$ cat src/rtl/adam_mem_to_axil_pkg.sv
// adam_mem_to_axil_pkg
// Shared definitions for the memory-port to AXI-Lite initiator bridge.
// Contents:
//   RESP_*      AXI-Lite response codes
//   state_e     bridge FSM states
//   ADDR_T/DATA_T/STRB_T   default-configuration bus types
//   resp_is_err helper that folds SLVERR/DECERR into one error flag
package adam_mem_to_axil_pkg;

  localparam logic [1:0] RESP_OKAY   = 2'b00;
  localparam logic [1:0] RESP_EXOKAY = 2'b01;
  localparam logic [1:0] RESP_SLVERR = 2'b10;
  localparam logic [1:0] RESP_DECERR = 2'b11;

  // Explicit encodings keep the state values stable for older tooling
  // and waveform decoders that expect fixed numbers.
  typedef enum logic [2:0] {
    ST_IDLE   = 3'd0,
    ST_WR     = 3'd1,
    ST_WRESP  = 3'd2,
    ST_RADDR  = 3'd3,
    ST_RDATA  = 3'd4,
    ST_PAUSED = 3'd5
  } state_e;

  localparam int CFG_ADDR_WIDTH = 32;
  localparam int CFG_DATA_WIDTH = 32;
  localparam int CFG_STRB_WIDTH = CFG_DATA_WIDTH / 8;

  typedef logic [CFG_ADDR_WIDTH-1:0] ADDR_T;
  typedef logic [CFG_DATA_WIDTH-1:0] DATA_T;
  typedef logic [CFG_STRB_WIDTH-1:0] STRB_T;

  // Both slave error and decode error are reported as a single error bit.
  function automatic logic resp_is_err(input logic [1:0] resp);
    return (resp == RESP_SLVERR) || (resp == RESP_DECERR);
  endfunction

endpackage

$ cat src/rtl/adam_mem_to_axil.sv
// adam_mem_to_axil
// Initiator bridge from a single-port memory request interface to an
// AXI-Lite master. One transaction is outstanding at a time; a pause
// handshake lets the owner quiesce the bridge between transactions.
// Ports:
//   clk, rst                 clock, asynchronous active-high reset
//   pause_req / pause_ack    quiesce request / acknowledge
//   mem_req/gnt/addr/we/be/wdata   memory-style request side
//   mem_rvalid/rdata/err     one-cycle response pulse with read data / error
//   aw_*, w_*, b_*           AXI-Lite write channels
//   ar_*, r_*                AXI-Lite read channels
module adam_mem_to_axil
  import adam_mem_to_axil_pkg::*;
#(
  parameter int          ADDR_WIDTH = 32,
  parameter int          DATA_WIDTH = 32,
  parameter logic [2:0]  PROT       = 3'b000,
  localparam int         STRB_WIDTH = DATA_WIDTH / 8
) (
  input  logic                  clk,
  input  logic                  rst,
  input  logic                  pause_req,
  output logic                  pause_ack,
  input  logic                  mem_req,
  output logic                  mem_gnt,
  input  logic [ADDR_WIDTH-1:0] mem_addr,
  input  logic                  mem_we,
  input  logic [STRB_WIDTH-1:0] mem_be,
  input  logic [DATA_WIDTH-1:0] mem_wdata,
  output logic                  mem_rvalid,
  output logic [DATA_WIDTH-1:0] mem_rdata,
  output logic                  mem_err,
  output logic [ADDR_WIDTH-1:0] aw_addr,
  output logic [2:0]            aw_prot,
  output logic                  aw_valid,
  input  logic                  aw_ready,
  output logic [DATA_WIDTH-1:0] w_data,
  output logic [STRB_WIDTH-1:0] w_strb,
  output logic                  w_valid,
  input  logic                  w_ready,
  input  logic [1:0]            b_resp,
  input  logic                  b_valid,
  output logic                  b_ready,
  output logic [ADDR_WIDTH-1:0] ar_addr,
  output logic [2:0]            ar_prot,
  output logic                  ar_valid,
  input  logic                  ar_ready,
  input  logic [DATA_WIDTH-1:0] r_data,
  input  logic [1:0]            r_resp,
  input  logic                  r_valid,
  output logic                  r_ready
);

  state_e                state_q, state_d;
  logic [ADDR_WIDTH-1:0] addr_q, addr_d;
  logic [STRB_WIDTH-1:0] be_q, be_d;
  logic [DATA_WIDTH-1:0] wdata_q, wdata_d;
  logic                  aw_pend_q, aw_pend_d;
  logic                  w_pend_q, w_pend_d;
  logic                  rvalid_q, rvalid_d;
  logic [DATA_WIDTH-1:0] rdata_q, rdata_d;
  logic                  err_q, err_d;

  // Next-state and grant logic. Grants are only possible in IDLE and a
  // pending pause always beats a pending request. The AW and W channels
  // are tracked by separate pending flags so that each can retire on its
  // own ready; the FSM leaves WR only once both have retired. The response
  // pulse defaults low so it lasts exactly one cycle.
  always_comb begin
    state_d   = state_q;
    addr_d    = addr_q;
    be_d      = be_q;
    wdata_d   = wdata_q;
    aw_pend_d = aw_pend_q;
    w_pend_d  = w_pend_q;
    rvalid_d  = 1'b0;
    rdata_d   = rdata_q;
    err_d     = err_q;
    mem_gnt   = 1'b0;

    case (state_q)
      ST_IDLE: begin
        if (pause_req) begin
          state_d = ST_PAUSED;
        end else if (mem_req) begin
          mem_gnt   = 1'b1;
          addr_d    = mem_addr;
          be_d      = mem_be;
          wdata_d   = mem_wdata;
          aw_pend_d = mem_we;
          w_pend_d  = mem_we;
          state_d   = mem_we ? ST_WR : ST_RADDR;
        end
      end
      ST_WR: begin
        if (aw_ready) aw_pend_d = 1'b0;
        if (w_ready)  w_pend_d  = 1'b0;
        if (!aw_pend_d && !w_pend_d) state_d = ST_WRESP;
      end
      ST_WRESP: begin
        if (b_valid) begin
          rvalid_d = 1'b1;
          err_d    = resp_is_err(b_resp);
          state_d  = ST_IDLE;
        end
      end
      ST_RADDR: begin
        if (ar_ready) state_d = ST_RDATA;
      end
      ST_RDATA: begin
        if (r_valid) begin
          rvalid_d = 1'b1;
          rdata_d  = r_data;
          err_d    = resp_is_err(r_resp);
          state_d  = ST_IDLE;
        end
      end
      ST_PAUSED: begin
        if (!pause_req) state_d = ST_IDLE;
      end
      default: state_d = ST_IDLE;
    endcase
  end

  // State, request and response registers. Reset drops the FSM to IDLE
  // immediately, which also kills every channel valid because those are
  // decoded from the state.
  always_ff @(posedge clk or posedge rst) begin
    if (rst) begin
      state_q   <= ST_IDLE;
      addr_q    <= '0;
      be_q      <= '0;
      wdata_q   <= '0;
      aw_pend_q <= 1'b0;
      w_pend_q  <= 1'b0;
      rvalid_q  <= 1'b0;
      rdata_q   <= '0;
      err_q     <= 1'b0;
    end else begin
      state_q   <= state_d;
      addr_q    <= addr_d;
      be_q      <= be_d;
      wdata_q   <= wdata_d;
      aw_pend_q <= aw_pend_d;
      w_pend_q  <= w_pend_d;
      rvalid_q  <= rvalid_d;
      rdata_q   <= rdata_d;
      err_q     <= err_d;
    end
  end

  assign aw_addr    = addr_q;
  assign aw_prot    = PROT;
  assign aw_valid   = (state_q == ST_WR) && aw_pend_q;
  assign w_data     = wdata_q;
  assign w_strb     = be_q;
  assign w_valid    = (state_q == ST_WR) && w_pend_q;
  assign b_ready    = (state_q == ST_WRESP);
  assign ar_addr    = addr_q;
  assign ar_prot    = PROT;
  assign ar_valid   = (state_q == ST_RADDR);
  assign r_ready    = (state_q == ST_RDATA);
  assign pause_ack  = (state_q == ST_PAUSED);
  assign mem_rvalid = rvalid_q;
  assign mem_rdata  = rdata_q;
  assign mem_err    = err_q;

endmodule

$ cat config.mk
export PLATFORM = sky130hd
export DESIGN_NAME = adam_mem_to_axil
export DESIGN_NICKNAME = d
export VERILOG_FILES = /design/src/rtl/adam_mem_to_axil_pkg.sv /design/src/rtl/adam_mem_to_axil.sv
export SDC_FILE = /design/constraint.sdc
export NUM_CORES = 1
export LEC_CHECK = 0
export BUFFER_PORTS_ARGS = -buffer_cell sky130_fd_sc_hd__buf_2
export CORE_MARGIN = 2
export CORE_UTILIZATION = 49
export DETAILED_ROUTE_END_ITERATION = 8
export PLACE_DENSITY_LB_ADDON = 0.12
export SKIP_CTS_REPAIR_TIMING = 1
export SYNTH_ARGS = -nofsm -noshare
export SYNTH_HDL_FRONTEND = slang
export SYNTH_SLANG_ARGS = --single-unit
export TNS_END_PERCENT = 5
$ cat constraint.sdc
create_clock -name clk -period 8.8 [get_ports clk]
set_input_delay 0.88 -clock clk [delete_from_list [all_inputs] [get_ports clk]]
set_output_delay 0.88 -clock clk [all_outputs]
set_load 0.01 [all_outputs]
; Yosys cells after proc, flatten, opt, wreduce, memory -nomap -nowiden
; Cells that the tools add are included.
[totals]
n_memories = 0
ram_bits = 0
latchBits = 0
output_inout_bits = 147
elab_cells = 68
reg_bits = 107
romBits = 0
[op_classes]
multipliers = 0
div_mod_pow = 0
magnitude_cmp = 0
n_eq_ne = 17
muxes = 26
reduce_logical = 15
shifts = 0
add_sub_neg = 0
bitwise = 1
[op_table]
columns = cell, n
row1 = 3-bit two-way mux, 7
row2 = 3-bit one-hot mux with 6 select lines, 1
row3 = 1-bit two-way mux, 13
row4 = 2-bit != test (second input constant), 6
row5 = 3-bit AND reduction, 3
row6 = 2-bit equality test (second input constant), 4
row7 = 1-bit one-hot mux with 2 select lines, 4
row8 = 3-bit by 2-bit equality test with 1-bit output (second input constant), 2
row9 = 3-bit equality test (second input constant), 2
row10 = 6-bit AND reduction, 1
row11 = 2-bit nonzero test, 2
row12 = 3-bit by 1-bit equality test with 1-bit output (second input constant), 1
row13 = 1-bit logical AND, 3
row14 = 3-bit logical NOT, 1
row15 = 3-bit != test (second input constant), 1
row16 = 1-bit logical NOT, 2
row17 = 1-bit logical OR, 2
row18 = 2-bit two-way mux, 1
row19 = 2-bit by 1-bit != test with 1-bit output (second input constant), 1
row20 = 2-bit AND reduction, 1
row21 = 1-bit inverter, 1

; Depth between registers and ports, before layout
; Gate-level depths: netlist (run 1).
[depth]
ltp_word = 6
ltp_mapped = 6

; Least setup slack after synthesis (run 1)
; OpenSTA, ideal clock, no wires.
[synth_path]
path_kind = input to output
from = input port mem_req
to = output port mem_gnt
arrival_time_ns = 1.547
setup_slack_ns = 6.373
required_ns = 7.920
path_stages = 4
path_cell_list = nor2b_1 > and3_4 > buf_12 > buf_12
[synth_between]
elab_chain_cells = 3
[synth_rtl]
columns = element, line_no
row1 = from (decl), adam_mem_to_axil.sv:24  ; input logic mem_req,
row2 = 1-bit two-way mux, adam_mem_to_axil.sv:85  ; end else if (mem_req) begin
row3 = 1-bit two-way mux, adam_mem_to_axil.sv:83  ; if (pause_req) begin
row4 = 1-bit two-way mux, adam_mem_to_axil.sv:81  ; case (state_q)
row5 = to (decl), adam_mem_to_axil.sv:25  ; output logic mem_gnt,
; No other way between the ends.

; Worst setup path in the final report (run 1)
[layout_path]
from = input port pause_req
to = output port mem_gnt
[layout_between]
elab_chain_cells = 2
[layout_rtl]
columns = element, line_no
row1 = from (decl), adam_mem_to_axil.sv:22  ; input logic pause_req,
row2 = 1-bit two-way mux, adam_mem_to_axil.sv:83
row3 = 1-bit two-way mux, adam_mem_to_axil.sv:81
; No other way between the ends.

==> results.toml, run 1 <==
[outcome]
outcome = "finished, final reports clean"

[setup_path]
worstSetupStartpointType = "input port"
worstSetupPathType = "in2out"
worstPathRequired_ns = 7.92
arrival_ns = 1.93
critical_path.max_fanout = 24
critPathCaptureType = "output pin"

[finish]
nNetsFinal = 636
syn2layout_area_growth_pct = 23.7
drive_above_1_share_pct = 71.7
final_util_pct = 62.1
n_fill_cell = 776
antenna_cells = 0

[floorplanning]
initial_utilization_pct = 50.2
die_w_um = 104
core_um2 = 9680
ioPinCount = 261
die_h_um = 104
die_area_um2 = 10700
fp-row-count = 36

[clock_tree]
htree_levels = 3
numCtsBuffers = 9
clkTransAtPathRegs_ns = 0.10
root_buffer = "clkbuf_8"
clock_sinks = 107
clock_latency_ns = 0.36
cts_tree = "built"
clockBufferDepth = 2

[pwr]
p_leak_nw = 3.13
vdd_ir_drop_max_uv = 155
pwr_density_cell_nw_per_um2 = 366

[global_route]
busiest_layer = "met2"
use_met2_pct = 31.6
grt_overflow = 0
grt_pass1_wl_um = 16800
track_usage_pct = 19.7
antenna_found_initial = 0
gr-usage-met1_pct = 24.9
grt_max_degree = 84
use_met3_pct = 5.60
grt_pass1_vias = 3210

[sta]
max_freq_mhz = 355
layout_min_cycle_time_ns = 2.81
post-route-period-util_pct = 32.0
setup_viol = 0
rsz0062_at_grt = "false"
clock_skew_ns = 0.00693
slew_headroom_pct = 31.5
worst_pin_slew_ns = 1.03
hold_violations = 0
drv_slew = 0
totalNegativeSetupSlack_ns = 0

[synth]
yosysWarningCount = 0
synth-compound-area-share_pct = 2.16
synth_area_um2 = 4870
synth_most_common_cell = "dfrtp_1"
synth-simple-area-share_pct = 3.24
async_flop_share_pct = 100
synth_top_family_by_area = "multiplexers"
ys_ff_latch = 107
synth-adder-area-share_pct = 0
yosys_most_used_dff = "dfrtp_1"
synthTopCellsByArea = "dfrtp_1, mux2_4, mux2_2, buf_4, buf_12"
synth.area.mux_share_pct = 29.0
yosys-top-cells-count = "dfrtp_1, mux2_4, buf_4"
yosysTopAreaCellShare_pct = 55.0
synth_cell_types = 33
yosysTopAreaCell = "dfrtp_1"
ys_seq_area_share_pct = 55.0
syn_avg_cell_area_um2 = 16.0
synth_edf_count = 0
synthCells = 304
synth_xor_area_share_pct = 0

[placed_design]
dp_hpwl_um = 7530
io_buffer_count = 252
gp_congestion = 0.784

[drt]
routed_wl_um = 10400
final_antenna_net_count = 0
drcViolationCount = 0
vias = 3132
firstDrtPassIters = 4
avgRoutedWirePerCell_um = 15.8
viasPerCell = 4.75
drt_iter0_markers = 104

[job]
maxCapViolCount = 0

[min_path]
hold_class = "in2async"
-- cells by family (layout without fill, tap and decap cells) --
logic type,count (synthesis),after routing
compound gates,14,14
simple gates,23,23
flops,107,107
mux,103,103
other cells,1,6
buf+inv,56,274
-- registers in the layout (all words and copies together), names as in the netlist --
register    count
ar_addr        32
aw_pend_q       1
mem_err         1
mem_rdata      32
mem_rvalid      1
state_q         3
w_data         32
w_pend_q        1
w_strb          4
-- layer usage --
metal / up-vias / wire length, um
met4: 0 / 268
li1: 1446 / -
met2: 155 / 5060
met1: 1513 / 4270
met3: 18 / 818
met5: - / 0
-- area by class of cell --
type / count / area, um2 / area share [%]
Clock inverter: 4 / 23.8 / 0.395
Clock buffer: 12 / 155 / 2.58
Inverter: 3 / 13.8 / 0.229
Sequential cell: 107 / 2680 / 44.5
Tap cell: 133 / 166 / 2.77
Timing Repair Buffer: 255 / 1280 / 21.3
Multi-Input combinational cell: 146 / 1700 / 28.2
-- power breakdown --
group          internal, W  switching [W]  total, W
Combinational     0.000571       0.000448   0.00102
Sequential        0.000740       0.000161  0.000901
Clock             0.000118       0.000162  0.000280
Total              0.00143       0.000771   0.00220
-- cells in the final DEF (no fill, tap or decap), types with 2 or more instances in the layout --
cell type  count
a31oi_1        2
a32o_1         2
and3_1         2
buf_2        252
buf_4          3
clkbuf_8      11
clkinv_2       3
conb_1         6
dfrtp_1      107
inv_1          2
mux2_2        36
mux2_4        67
nand2_1        2
nand2b_1       2
nand3b_1       2
nor2_1         4
nor3_1         2
o211ai_1       3
or4b_1         2
-- worst max-delay path, cell delays in order --
cell	delay (ns)
buf_2	0.13
nor2b_1	0.20
and3_4	0.50
buf_2	0.21
-- final timing paths --
kind	slack, ns	cells after the start	endpoint	from
worst max-delay path	5.99	4	mem_gnt	pause_req
worst min-delay path	0.46	2	ar_addr[14]$_DFFE_PP0P_	rst
worst max register to register	6.24	4	w_data[17]$_DFFE_PP0P_	state_q[0]$_DFFE_PP0P_
worst min register to register	0.51	1	mem_rdata[22]$_DFFE_PP0P_	mem_rdata[22]$_DFFE_PP0P_
max in group asynchronous	7.01	3	w_data[20]$_DFFE_PP0P_	rst
min in group clk	0.51	1	mem_rdata[22]$_DFFE_PP0P_	mem_rdata[22]$_DFFE_PP0P_
-- through the flow --
stage / setup WS [ns] / area (um2) / hold slack, ns / cells / total power (W)
2_1_floorplan: 5.10 / 4880 / 0.481 / 309 / 0.00165
3_3_place_gp: 5.81 / 5840 / 0.485 / 644 / 0.00192
3_5_place_dp: 5.77 / 5840 / 0.488 / 644 / 0.00194
4_1_cts: 5.97 / 6020 / 0.460 / 660 / 0.00223
5_1_grt: 5.90 / 6020 / 0.474 / 660 / 0.00234
6_report: 5.99 / 6020 / 0.463 / 660 / 0.00220
Power figures use the tool's default switching activity.
==> run 2, diff against run 1 <==
--- a/config.mk
+++ b/config.mk
@@ -7,7 +7,7 @@
 export LEC_CHECK = 0
 export BUFFER_PORTS_ARGS = -buffer_cell sky130_fd_sc_hd__buf_2
 export CORE_MARGIN = 2
-export CORE_UTILIZATION = 49
+export CORE_UTILIZATION = 41
 export DETAILED_ROUTE_END_ITERATION = 8
 export PLACE_DENSITY_LB_ADDON = 0.12
 export SKIP_CTS_REPAIR_TIMING = 1
==> constraint.sdc (replaced) <==
create_clock -name clk -period 2.5 [get_ports clk]
set_input_delay 0.25 -clock clk [delete_from_list [all_inputs] [get_ports clk]]
set_output_delay 0.25 -clock clk [all_outputs]
set_load 0.01 [all_outputs]
==> results.toml, run 2 (synthesis results as in run 1) <==
[setup_path]
worstSetupPathType = "reg2out"
slowest_stage = "dfrtp_1"
worstSetupStartpointType = "flop"
worstPathRequired_ns = 2.25
arrival_ns = 1.70
rr_startpoint = "state_q[1]$_DFFE_PP0P_"
cp_slowest_stage_delay_ns = 0.53
critical_path.max_fanout = 19
crit_start = "state_q[1]$_DFFE_PP0P_"
cp_cell_sequence = "nor2_2, and3_4, buf_2"
critPathCaptureType = "output pin"
worst_r2r_path_depth = 4

[min_path]
hold_class = "in2async"

[floorplanning]
die_area_um2 = 12800
core_um2 = 11500
initial_utilization_pct = 42.3
die_w_um = 113
fp-row-count = 39
die_h_um = 113
ioPinCount = 261

[sta]
drv_slew = 0
worst_pin_slew_ns = 0.742
rsz0062_at_grt = "false"
layout_min_cycle_time_ns = 1.95
clock_skew_ns = 0.00745
setup_viol = 0
hold_violations = 0
whs_ns = 0.0215
totalNegativeSetupSlack_ns = 0
post-route-period-util_pct = 78.1
slew_headroom_pct = 50.4
max_freq_mhz = 512

[placed_design]
dp_hpwl_um = 8020
io_buffer_count = 252
gp_congestion = 0.816

[drt]
firstDrtPassIters = 6
final_antenna_net_count = 0
met3_length_um = 980
met1_length_um = 4070
drt_iter0_markers = 148
viasPerCell = 4.67
top_layer_used = "met4"
vias = 3148
routed_wl_um = 10700
met2_length_um = 5460
avgRoutedWirePerCell_um = 15.9
drcViolationCount = 20

[global_route]
grt_max_degree = 41
grt_pass1_vias = 3106
grt_overflow = 0
track_usage_pct = 16.8
grt_pass1_wl_um = 16500
antenna_found_initial = 0

[clock_tree]
htree_levels = 3
cts_tree = "built"
clock_latency_ns = 0.35
clkTransAtPathRegs_ns = 0.07
clock_sinks = 107
clockBufferDepth = 2
root_buffer = "clkbuf_16"
numCtsBuffers = 9

[finish]
nNetsFinal = 640
syn2layout_area_growth_pct = 28.2
drive_above_1_share_pct = 71.8
mostFrequentLayoutCells = "buf_2, dfrtp_1, mux2_4"
n_fill_cell = 1011
layout_commonest_cell = "buf_2"
regArea_um2 = 2680
antenna_cells = 0
multiInputGateArea_um2 = 1700

[pwr]
p_sw_w = 0.00278
p_leak_nw = 3.20
pwr_density_cell_nw_per_um2 = 1320
power_frac_seq_pct = 38.3
swShare_pct = 33.8
p_int_w = 0.00544
pwr-share-comb_pct = 44.6
vdd_ir_drop_max_uv = 715
clockPowerShare_pct = 17.1

[job]
maxCapViolCount = 0

[outcome]
outcome = "finished, violations left"
violations = "DRC"
## run 2: cell types whose count changed in the layout (fill, tap and decap cells not counted), sizes merged
| cell | delta |
|---|---|
| bufinv | +1 |
| clkinvlp | +2 |
| clkbuf | -1 |
| clkinv | -2 |
| buf | +4 |
## run 2: final timing paths
| check | endpoint | slack, ns |
|---|---|---|
| setup / recovery | mem_gnt | 0.55 |
| hold / removal | w_data[27]$_DFFE_PP0P_ | 0.02 |
| setup reg to reg | ar_addr[13]$_DFFE_PP0P_ | 0.65 |
| hold reg to reg | mem_rdata[25]$_DFFE_PP0P_ | 0.50 |
| max in group asynchronous | mem_rdata[14]$_DFFE_PP0P_ | 1.86 |
| min in group clk | w_data[15]$_DFFE_PP0P_ | 0.12 |
## run 2: critical path: cells and delay by family, from the launching register on
family | cells | cell delay (ns)
buffers and inverters | 1 | 0.21
flip-flops | 1 | 0.53
AND/OR/NAND/NOR | 2 | 0.61
## run 2: area by class of cell
cell class,count,share of cell area [%]
Sequential cell,107,42.9
Clock buffer,11,3.73
Multi-Input combinational cell,146,27.2
Timing Repair Buffer,259,22.1
Tap cell,143,2.87
Clock inverter,5,0.963
Inverter,3,0.241
## run 2: per-layer routing
layer | global-route usage [%] | up-vias
met5 | 0 | -
met4 | 5.61 | 0
met3 | 6.48 | 12
met2 | 28.0 | 149
met1 | 20.1 | 1528
li1 | - | 1459
## run 2: stage by stage
step           util [%]  worst slack, ns  instances  area (um2)  total power (W)
6_report           54.2            0.548        674        6240          0.00822
5_1_grt            54.2            0.434        674        6240          0.00873
4_1_cts            54.2            0.500        674        6240          0.00834
3_5_place_dp       51.6            0.621        658        5940          0.00688
3_3_place_gp       51.6            0.620        658        5940          0.00682
2_1_floorplan         -            0.841        309        4890          0.00581
## run 2: power groups by stage
| stage | Sequential (W) | Clock (W) | Combinational [W] |
|---|---|---|---|
| after CTS | 0.00316 | 0.00146 | 0.00372 |
| after global routing | 0.00327 | 0.00153 | 0.00393 |
| after global placement | 0.00312 | 0 | 0.00370 |
| final | 0.00315 | 0.00141 | 0.00367 |
| after detailed placement | 0.00318 | 0 | 0.00371 |
| after floorplan | 0.00353 | 0 | 0.00228 |
